--- src/rtl/sync_fifo_flags.sv ---
// Single-clock FIFO with occupancy count, almost-full/almost-empty flags,
// sticky overflow/underflow errors and an optional first-word-fall-through read port.
module sync_fifo_flags #(
    parameter int unsigned DATA_WIDTH          = 4,
    parameter int unsigned ADDRESS_WIDTH       = 5,
    parameter int unsigned ALMOST_FULL_MARGIN  = 4,
    parameter int unsigned ALMOST_EMPTY_MARGIN = 4,
    parameter bit          FWFT                = 1'b0
) (
    input  logic                     clk,
    input  logic                     rst_n,
    input  logic [DATA_WIDTH-1:0]    write_data,
    input  logic                     write_increment,
    input  logic                     read_increment,
    input  logic                     clear_errors,
    output logic [DATA_WIDTH-1:0]    read_data,
    output logic                     empty,
    output logic                     almost_empty,
    output logic                     full,
    output logic                     almost_full,
    output logic [ADDRESS_WIDTH:0]   level,
    output logic                     overflow,
    output logic                     underflow
);

    localparam int unsigned DEPTH = 1 << ADDRESS_WIDTH;

    localparam logic [ADDRESS_WIDTH:0]   LEVEL_ONE  = (ADDRESS_WIDTH + 1)'(1);
    localparam logic [ADDRESS_WIDTH:0]   LEVEL_FULL = (ADDRESS_WIDTH + 1)'(DEPTH);
    localparam logic [ADDRESS_WIDTH:0]   AF_THRESH  =
        (ADDRESS_WIDTH + 1)'(DEPTH - ALMOST_FULL_MARGIN);
    localparam logic [ADDRESS_WIDTH:0]   AE_THRESH  =
        (ADDRESS_WIDTH + 1)'(ALMOST_EMPTY_MARGIN);
    localparam logic [ADDRESS_WIDTH-1:0] PTR_ONE    = ADDRESS_WIDTH'(1);

    logic [DATA_WIDTH-1:0]    mem [DEPTH];
    logic [ADDRESS_WIDTH-1:0] wr_ptr_q, wr_ptr_d;
    logic [ADDRESS_WIDTH-1:0] rd_ptr_q, rd_ptr_d;
    logic [ADDRESS_WIDTH:0]   level_q, level_d;
    logic                     overflow_q, overflow_d;
    logic                     underflow_q, underflow_d;
    logic                     wr_accept, rd_accept;

    // Flags come only from the registered level, never from the request inputs.
    assign empty        = (level_q == '0);
    assign full         = (level_q == LEVEL_FULL);
    assign almost_full  = (level_q >= AF_THRESH);
    assign almost_empty = (level_q <= AE_THRESH);
    assign level        = level_q;
    assign overflow     = overflow_q;
    assign underflow    = underflow_q;

    assign wr_accept = write_increment && !full;
    assign rd_accept = read_increment && !empty;

    always_comb begin
        wr_ptr_d    = wr_ptr_q;
        rd_ptr_d    = rd_ptr_q;
        level_d     = level_q;
        overflow_d  = overflow_q;
        underflow_d = underflow_q;

        if (wr_accept) wr_ptr_d = wr_ptr_q + PTR_ONE;
        if (rd_accept) rd_ptr_d = rd_ptr_q + PTR_ONE;

        unique case ({wr_accept, rd_accept})
            2'b10:   level_d = level_q + LEVEL_ONE;
            2'b01:   level_d = level_q - LEVEL_ONE;
            default: level_d = level_q;
        endcase

        // A new error in the same cycle as a clear wins.
        if (write_increment && !wr_accept) begin
            overflow_d = 1'b1;
        end else if (clear_errors) begin
            overflow_d = 1'b0;
        end

        if (read_increment && !rd_accept) begin
            underflow_d = 1'b1;
        end else if (clear_errors) begin
            underflow_d = 1'b0;
        end
    end

    always_ff @(posedge clk or negedge rst_n) begin
        if (!rst_n) begin
            wr_ptr_q    <= '0;
            rd_ptr_q    <= '0;
            level_q     <= '0;
            overflow_q  <= 1'b0;
            underflow_q <= 1'b0;
        end else begin
            wr_ptr_q    <= wr_ptr_d;
            rd_ptr_q    <= rd_ptr_d;
            level_q     <= level_d;
            overflow_q  <= overflow_d;
            underflow_q <= underflow_d;
        end
    end

    // Storage is deliberately left unreset.
    always_ff @(posedge clk) begin
        if (wr_accept) mem[wr_ptr_q] <= write_data;
    end

    generate
        if (FWFT) begin : g_fwft
            assign read_data = mem[rd_ptr_q];
        end else begin : g_std
            logic [DATA_WIDTH-1:0] read_data_q;

            always_ff @(posedge clk or negedge rst_n) begin
                if (!rst_n) begin
                    read_data_q <= '0;
                end else if (rd_accept) begin
                    read_data_q <= mem[rd_ptr_q];
                end
            end

            assign read_data = read_data_q;
        end
    endgenerate

endmodule

--- config.mk ---
export PLATFORM = sky130hd
export DESIGN_NAME = sync_fifo_flags
export DESIGN_NICKNAME = d
export VERILOG_FILES = /design/src/rtl/sync_fifo_flags.sv
export SDC_FILE = /design/constraint.sdc
export NUM_CORES = 1
export LEC_CHECK = 0
export BUFFER_PORTS_ARGS = -buffer_cell sky130_fd_sc_hd__buf_2
export CAP_MARGIN = 10
export CORE_UTILIZATION = 65
export CTS_BUF_LIST = sky130_fd_sc_hd__clkbuf_2
export CTS_CLUSTER_DIAMETER = 150
export CTS_CLUSTER_SIZE = 28
export DETAILED_ROUTE_END_ITERATION = 12
export PLACE_DENSITY = 0.83
export SLEW_MARGIN = 20
export SYNTH_ARGS = -nofsm -noshare
export SYNTH_HDL_FRONTEND = slang
export SYNTH_SLANG_ARGS = --single-unit
--- constraint.sdc ---
create_clock -name clk -period 4.6 [get_ports clk]
set_input_delay 1.38 -clock clk [delete_from_list [all_inputs] [get_ports clk]]
set_output_delay 1.38 -clock clk [all_outputs]
set_load 0.01 [all_outputs]
==> impl_metrics.json <==
{
  "status": "finished clean",
  "layout_commonest_cell": "edfxtp_1",
  "routed_wirelength_um": 11400,
  "endpoint_kind": "output pin",
  "crit_chain": "or2_1 -> a2111oi_0 -> buf_2",
  "seq_area_mm2": 0.00440,
  "post_cts_resized": 0,
  "finalNetCount": 443,
  "yosysSeqAreaShare": 0.685,
  "timing.critical_path.from_type": "register",
  "syn-cell-area_mm2": 0.00642,
  "required_ns": 3.22,
  "finalWeightedCongestion": 0.793,
  "fmax_ghz": 0.280,
  "hp-class": "reg -> reg",
  "setup_viol": 0,
  "area_growth_pct": 5.75,
  "synth_area_per_cell_um2": 15.9,
  "max-vdd-ir-drop_mv": 0.352,
  "coreArea_mm2": 0.00942,
  "hold_viol_final": 0,
  "cts.sinks": 150,
  "clk_pin_slew_ns": 0.25,
  "num_io_pins": 25,
  "slowest_delay_ns": 0.54,
  "worst-path-buf-inv": 1,
  "ant_nets": 0,
  "fin_crit_sh": 0.777,
  "setup_tns_ns": 0,
  "grt_max_degree": 43,
  "worst_hold_slack_ns": 0.540,
  "multi_input_comb_area_mm2": 0.00184,
  "synth_warnings": 0,
  "grt_use_total": 0.253,
  "maxSlewViolCount": 0,
  "worstSetupPathType": "reg -> out",
  "layout-drive-gt1-share": 0.205,
  "leakage_uw": 0.00234,
  "die_y_um": 101,
  "path_delay_family": "flip-flops",
  "finalCriticalPeriod_ns": 3.57,
  "place_hpwl_um": 7500,
  "dieArea_mm2": 0.0103,
  "layout_common_cells": "128 x edfxtp_1, 47 x nor2_1, 27 x mux2i_1, 24 x buf_2, 21 x dfrtp_1",
  "insertion_delay_ns": 0.70,
  "grt_pass1_vias": 3442,
  "die-width_um": 101,
  "tightest_slew_ns": 1.07,
  "fp-row-count": 35,
  "numCtsBuffers": 17,
  "syn_inst": 403,
  "cts_buffer_depth": 2,
  "grt_antenna_before_repair": 0,
  "critPathArrivalTime_ns": 2.19,
  "drv_cap": 0,
  "grt_pass1_wl_um": 18200,
  "power.density_mw_per_mm2": 558,
  "cp_max_fo": 10,
  "via_count": 3483,
  "synth_edf_count": 128,
  "placedCellCount": 536,
  "synth_ff_type": "edfxtp_1",
  "htree_levels": 4,
  "async_reset_ff_frac": 0.147,
  "nFillCells": 599,
  "cts_hold_buf": 0,
  "yosys.area.top_type": "edfxtp_1",
  "finalNonFillerCells": 567,
  "rsz0062_at_grt": "false",
  "drt_iter0_drc": 285,
  "drt_pass1_iterations": 5,
  "reg2reg_slack_ns": 1.61,
  "skew_ns": 0.0414,
  "initial_utilization": 0.681,
  "port_buffers": 24,
  "synth.area.top_cells": "edfxtp_1 60%, dfrtp_1 8.6%, mux4_2 5.3%, mux2i_1 4.2%, nor2_1 2.7%",
  "wl_per_cell_um": 20.2,
  "synth_cell_types": 49,
  "cts_tree": "done",
  "cts_setup_buffers": 0,
  "routed_via_density": 6.14,
  "antenna_cells": 0,
  "synth-seq-cells": 150,
  "overflow": 0,
  "slowest_stage": "dfrtp_1",
  "synth_top_cell_area_share": 0.599,
  "synthesis.nets": 420,
  "drc": 0,
  "cts_root_buffer": "clkbuf_2",
  "max-slew-margin-rel": 0.286
}
metrics by stage:
| stage | util | setup slack, ns | total power [uW] | instance area, um^2 |
|---|---|---|---|---|
| 2_1_floorplan | - | 1.31 | 2840 | 6420 |
| 3_3_place_gp | 0.697 | 1.07 | 3060 | 6560 |
| 3_5_place_dp | 0.697 | 0.963 | 3120 | 6560 |
| 4_1_cts | 0.721 | 0.983 | 3800 | 6790 |
| 5_1_grt | 0.721 | 0.878 | 4000 | 6790 |
| 6_report | 0.721 | 1.03 | 3790 | 6790 |
final timing paths:
kind                           start           end  cells past startpoint
setup / recovery            level[1]  almost_empty                      3
hold / removal             underflow     underflow                      1
setup reg to reg            level[1]      level[4]                     12
hold reg to reg            underflow     underflow                      1
max in group asynchronous      rst_n   rd_ptr_q[1]                      1
min in group asynchronous      rst_n      level[4]                      1
worst register-to-register path, stage by stage, from the launching register on:
cell     delay [ns]
dfrtp_1        0.56
or2_1          0.21
nor4_4         0.06
nor2b_1        0.58
inv_1          0.14
ha_1           0.36
xor2_1         0.17
ha_1           0.18
inv_1          0.06
nor3b_1        0.17
o21ai_0        0.09
a21oi_1        0.20
xor2_1         0.15
cell type report:
class	count	share of cell area
Clock inverter	14	0.0208
Timing Repair Buffer	27	0.0210
Inverter	6	0.00332
Sequential cell	150	0.648
Multi-Input combinational cell	224	0.271
Clock buffer	17	0.0125
Tap cell	129	0.0238
synthesized netlist by cell type, types with 6 or more instances:
cell type,count
o22ai_1,9
xor2_1,8
xnor2_1,8
nor3_1,10
mux4_2,15
ha_1,8
nand2_1,13
mux2i_1,27
nor2_1,47
inv_1,6
buf_2,9
o21ai_0,6
dfrtp_1,22
nand3b_1,8
edfxtp_1,128
mux2_2,11
registers in the layout, summed over array words and instances (netlist names):
register   flops
level          6
mem          128
overflow       1
rd_ptr_q       5
read_data      4
underflow      1
wr_ptr_q       5
power breakdown:
group	leakage (uW)	total, uW	internal (uW)	switching, uW
clock	0.000120	707	206	501
sequential	0.00141	1950	1640	310
combinational	0.000803	1130	558	573
total	0.00234	3790	2410	1380
metal layers:
layer	vias up	share of wire	global-route usage
met5	-	0	0
li1	1597	-	-
met4	0	0.023	0.110
met2	160	0.50	0.406
met3	23	0.071	0.0594
met1	1703	0.41	0.337
logic make-up (layout without fill, tap and decap cells):
family | count (synthesis) | in the layout | share of synthesized area
simple gates | 109 | 109 | 0.0862
xor+xnor | 16 | 16 | 0.0218
buf+inv | 29 | 64 | 0.0289
flops | 150 | 150 | 0.685
mux | 56 | 56 | 0.126
compound gates | 35 | 35 | 0.0363
fa+ha+maj | 8 | 8 | 0.0156
(Power assumes the default switching activity.)
